===== src/rtl/bcd_lut_fetch.sv =====
// bcd_lut_fetch: fetches a 2-byte BCD LUT word over the memory bus (ADDR/DATA/MW out, Q in) and copies it low byte first to two IO registers; host side START/INDEX in, BUSY/DONE/ERR/VALUE out; define LUT_BOUNDS_EN to reject INDEX > MAX_INDEX
module bcd_lut_fetch #(
  parameter logic [7:0] BASE_ADDR   = 8'd0,
  parameter logic [7:0] OUT_LO_ADDR = 8'd250,
  parameter logic [7:0] OUT_HI_ADDR = 8'd251,
  parameter logic [7:0] MAX_INDEX   = 8'd29
) (
  input  logic        CLK,
  input  logic        RESET,
  input  logic        START,
  input  logic [7:0]  INDEX,
  input  logic [7:0]  Q,
  output logic [7:0]  ADDR,
  output logic [7:0]  DATA,
  output logic        MW,
  output logic        BUSY,
  output logic        DONE,
  output logic        ERR,
  output logic [15:0] VALUE
);
  typedef enum logic [2:0] {IDLE, RD_LO, RD_HI, WR_LO, WR_HI, FIN} state_t;
  state_t state;
  logic bad;
`ifdef LUT_BOUNDS_EN
  assign bad = INDEX > MAX_INDEX;
`else
  assign bad = 1'b0 & (INDEX > MAX_INDEX);
`endif
  always_ff @(posedge CLK) begin
    if (RESET) begin
      state <= IDLE;
      ADDR  <= 8'd0;
      DATA  <= 8'd0;
      MW    <= 1'b0;
      BUSY  <= 1'b0;
      DONE  <= 1'b0;
      ERR   <= 1'b0;
      VALUE <= 16'h0000;
    end else begin
      case (state)
        IDLE: if (START) begin
          ERR <= bad;
          if (bad) begin
            state <= FIN;
            DONE  <= 1'b1;
          end else begin
            state <= RD_LO;
            ADDR  <= BASE_ADDR + {INDEX[6:0], 1'b0};
            BUSY  <= 1'b1;
          end
        end
        RD_LO: begin
          state      <= RD_HI;
          VALUE[7:0] <= Q;
          ADDR       <= ADDR + 8'd1;
        end
        RD_HI: begin
          state       <= WR_LO;
          VALUE[15:8] <= Q;
          ADDR        <= OUT_LO_ADDR;
          DATA        <= VALUE[7:0];
          MW          <= 1'b1;
        end
        WR_LO: begin
          state <= WR_HI;
          ADDR  <= OUT_HI_ADDR;
          DATA  <= VALUE[15:8];
        end
        WR_HI: begin
          state <= FIN;
          ADDR  <= 8'd0;
          DATA  <= 8'd0;
          MW    <= 1'b0;
          BUSY  <= 1'b0;
          DONE  <= 1'b1;
        end
        default: begin
          state <= IDLE;
          DONE  <= 1'b0;
        end
      endcase
    end
  end
endmodule


===== config.mk =====
export PLATFORM = sky130hd
export DESIGN_NAME = bcd_lut_fetch
export DESIGN_NICKNAME = d
export VERILOG_FILES = /design/src/rtl/bcd_lut_fetch.sv
export SDC_FILE = /design/constraint.sdc
export NUM_CORES = 1
export LEC_CHECK = 0
export BUFFER_PORTS_ARGS = -buffer_cell sky130_fd_sc_hd__buf_4
export CAP_MARGIN = 20
export CELL_PAD_IN_SITES_DETAIL_PLACEMENT = 1
export CELL_PAD_IN_SITES_GLOBAL_PLACEMENT = 2
export CORE_ASPECT_RATIO = 1.2
export CORE_MARGIN = 2
export CORE_UTILIZATION = 31
export DETAILED_ROUTE_END_ITERATION = 7
export GPL_TIMING_DRIVEN = 0
export PLACE_DENSITY_LB_ADDON = 0.1
export RECOVER_POWER = 100
export SLEW_MARGIN = 40
export SYNTH_ARGS = -nofsm -noshare
export SYNTH_HDL_FRONTEND = slang
export SYNTH_SLANG_ARGS = --single-unit

===== constraint.sdc =====
create_clock -name CLK -period 2.5 [get_ports CLK]
set_input_delay 0.125 -clock CLK [delete_from_list [all_inputs] [get_ports CLK]]
set_output_delay 0.125 -clock CLK [all_outputs]
set_load 0.005 [all_outputs]

==> flow_summary.toml <==
[status]
status = "complete, no violations"

[final_layout]
num-nets-final = 281
drive_gt1_share_pct = 24.4
n_antenna_cell = 0
area_growth_pct = 32.0
final_util_pct = 43.0

[die]
fp.dieH_um = 86.3
fp.coreArea_um2 = 5370
num_io_pins = 55
start_util_pct = 32.6
fp.dieArea_um2 = 6260
row_count = 29
die_x_um = 72.6

[sta]
drv_slew = 0
hold_viol_final = 0
worst_pin_slew_ns = 0.747
clock_skew_ns = 0.00846
setup_viol = 0
worst_slack_ns = 0.564
slew_headroom_pct = 50.2
whs_ns = 0.0582
layout_min_cycle_time_ns = 1.94
tns_ns = 0
fin_crit_sh_pct = 77.5
rsz0062_at_grt = "no"
fmaxAchievable_mhz = 516

[job]
maxCapViolCount = 0

[placement]
port_buffers = 52
place.gp.congestion = 0.769
hpwl_mm = 3.71
place_ws_ns = 0.858

[critical_path]
crit_family = "buffers and inverters"
path_class = "flop to flop"
path_cells = "clkbuf_1 -> nand2b_1 -> nor2_1 -> buf_4 -> o21ai_0 -> a21oi_1"
rr_worst_depth = 6
worstPathRequired_ns = 2.71
endpoint_kind = "flop"
cp_slowest_stage_delay_ns = 0.42
crit_buf_inv = 2
start_kind = "flop"
slowest_stage = "clkbuf_1"
critPathArrivalTime_ns = 2.15
crit_cells = 6
critical_path_peak_fanout = 10

[global_routing]
grt_pass1_wl_mm = 8.08
antenna_found_initial = 0
overflow = 0
globalRouteTotalUtil_pct = 17.0
grt_max_degree = 12
grt_pass1_vias = 1578

[cts]
post_cts_buffers = 0
h-tree-depth = 2
clock-root-buffer = "clkbuf_8"
cts_buffers = 5
clockBufferDepth = 2
clock_latency_ns = 0.29
clkTransAtPathRegs_ns = 0.08
cts_tree = "done"
hold_buffers = 0
clock-sinks = 38
ctsResizeCount = 0

[power]
p_leak_nw = 0.930
power_mw = 1.65
peakVddDrop_mv = 0.306
pwr_density_cell_nw_per_um2 = 715

[detailed_routing]
drc = 0
first_pass_iters = 4
drt_iter0_drc = 67
antenna_left = 0
wl_mm = 5.09
viasPerCell = 5.14
wl_per_cell_um = 15.7
vias = 1665

[min_path]
whs_path_depth = 2
hp-class = "primary input to flop"

[logic_synthesis]
synth_area_leader_cell = "dfxtp_1"
synth-seq-area-share_pct = 43.5
synth_warnings = 0
syn_area_per_cell_um2 = 8.66
synth_edf_count = 0
synthCells = 202
synthDistinctLibCells = 45
yosys-top-cells-area = "dfxtp_1 (43%), mux2i_1 (9.7%), a21oi_1 (6.0%), nor2_1 (4.9%), nand2_1 (4.7%)"
synth_seq_cells = 38
dominantRegCellSynth = "dfxtp_1"
synthesis.nets = 222
async_flop_share_pct = 0
synth_top_area_share_pct = 43.5
syn-cell-area_um2 = 1750
## cells in the final DEF, fill, tap and decap left out, types with 4 or more instances in the layout
| master | n |
|---|---|
| a211oi_1 | 8 |
| a21oi_1 | 21 |
| buf_4 | 20 |
| clkbuf_1 | 14 |
| clkbuf_4 | 33 |
| clkbuf_8 | 5 |
| dfxtp_1 | 38 |
| inv_1 | 5 |
| mux2i_1 | 17 |
| nand2_1 | 22 |
| nand2b_1 | 6 |
| nor2_1 | 23 |
| nor3_1 | 4 |
| o21ai_0 | 5 |
## cell usage after synthesis, drive strengths merged (2+ instances only)
cell,count
dfxtp,38
nor2,24
nand2,22
a21oi,21
mux2i,17
buf,9
a211oi,8
clkbuf,6
inv,6
nand2b,6
nor3,5
o21ai,5
a2111oi,2
a21o,2
a22o,2
nand3,2
o221ai,2
xnor2,2
## final timing paths
kind,start,endpoint,slack (ns)
max,state[0],ADDR[6],0.56
min,RESET,state[0],0.06
max reg2reg,state[0],ADDR[6],0.56
min reg2reg,DONE,DONE,0.47
## where the power goes
part	internal (mW)	switching (mW)
clock	0.299	0.221
sequential	0.672	0.0590
combinational	0.196	0.204
## through the flow
step,cells,instance area [um^2]
2_1_floorplan,202,1750
3_3_place_gp,316,2220
3_5_place_dp,316,2220
4_1_cts,324,2320
5_1_grt,324,2310
6_report,324,2310
## logic make-up after synthesis
group / after synthesis / synth area share (%)
fa+ha+maj: 1 / 0.715
simple gates: 69 / 19.3
buf+inv: 21 / 5.72
mux: 17 / 9.73
other cells: 1 / 0.214
xor+xnor: 2 / 1.00
flops: 38 / 43.5
compound gates: 53 / 19.8
## layout make-up
type | count | area, um^2
Clock inverter | 1 | 30.0
Tap cell | 62 | 77.6
Multi-Input combinational cell | 143 | 888
Fill cell | 677 | 3060
Inverter | 6 | 22.5
Buffer | 15 | 70.1
Timing Repair Buffer | 52 | 383
Clock buffer | 7 | 76.3
Sequential cell | 38 | 761
## sequential cells by signal, summed over array words and instances, names as in the netlist
signal / count
DONE: 1
MW: 1
ADDR: 8
BUSY: 1
DATA: 8
state: 3
VALUE: 16
## per-layer routing
| metal | wire [um] | share of wire, % | vias up | GRT usage [%] |
|---|---|---|---|---|
| met5 | 0 | 0 | - | 0 |
| met4 | 64 | 1.3 | 0 | 6.06 |
| met3 | 220 | 4.3 | 7 | 3.37 |
| met2 | 2650 | 52 | 34 | 29.3 |
| met1 | 2160 | 42 | 792 | 20.9 |
| li1 | - | - | 832 | - |
Power figures use the tool's default switching activity.
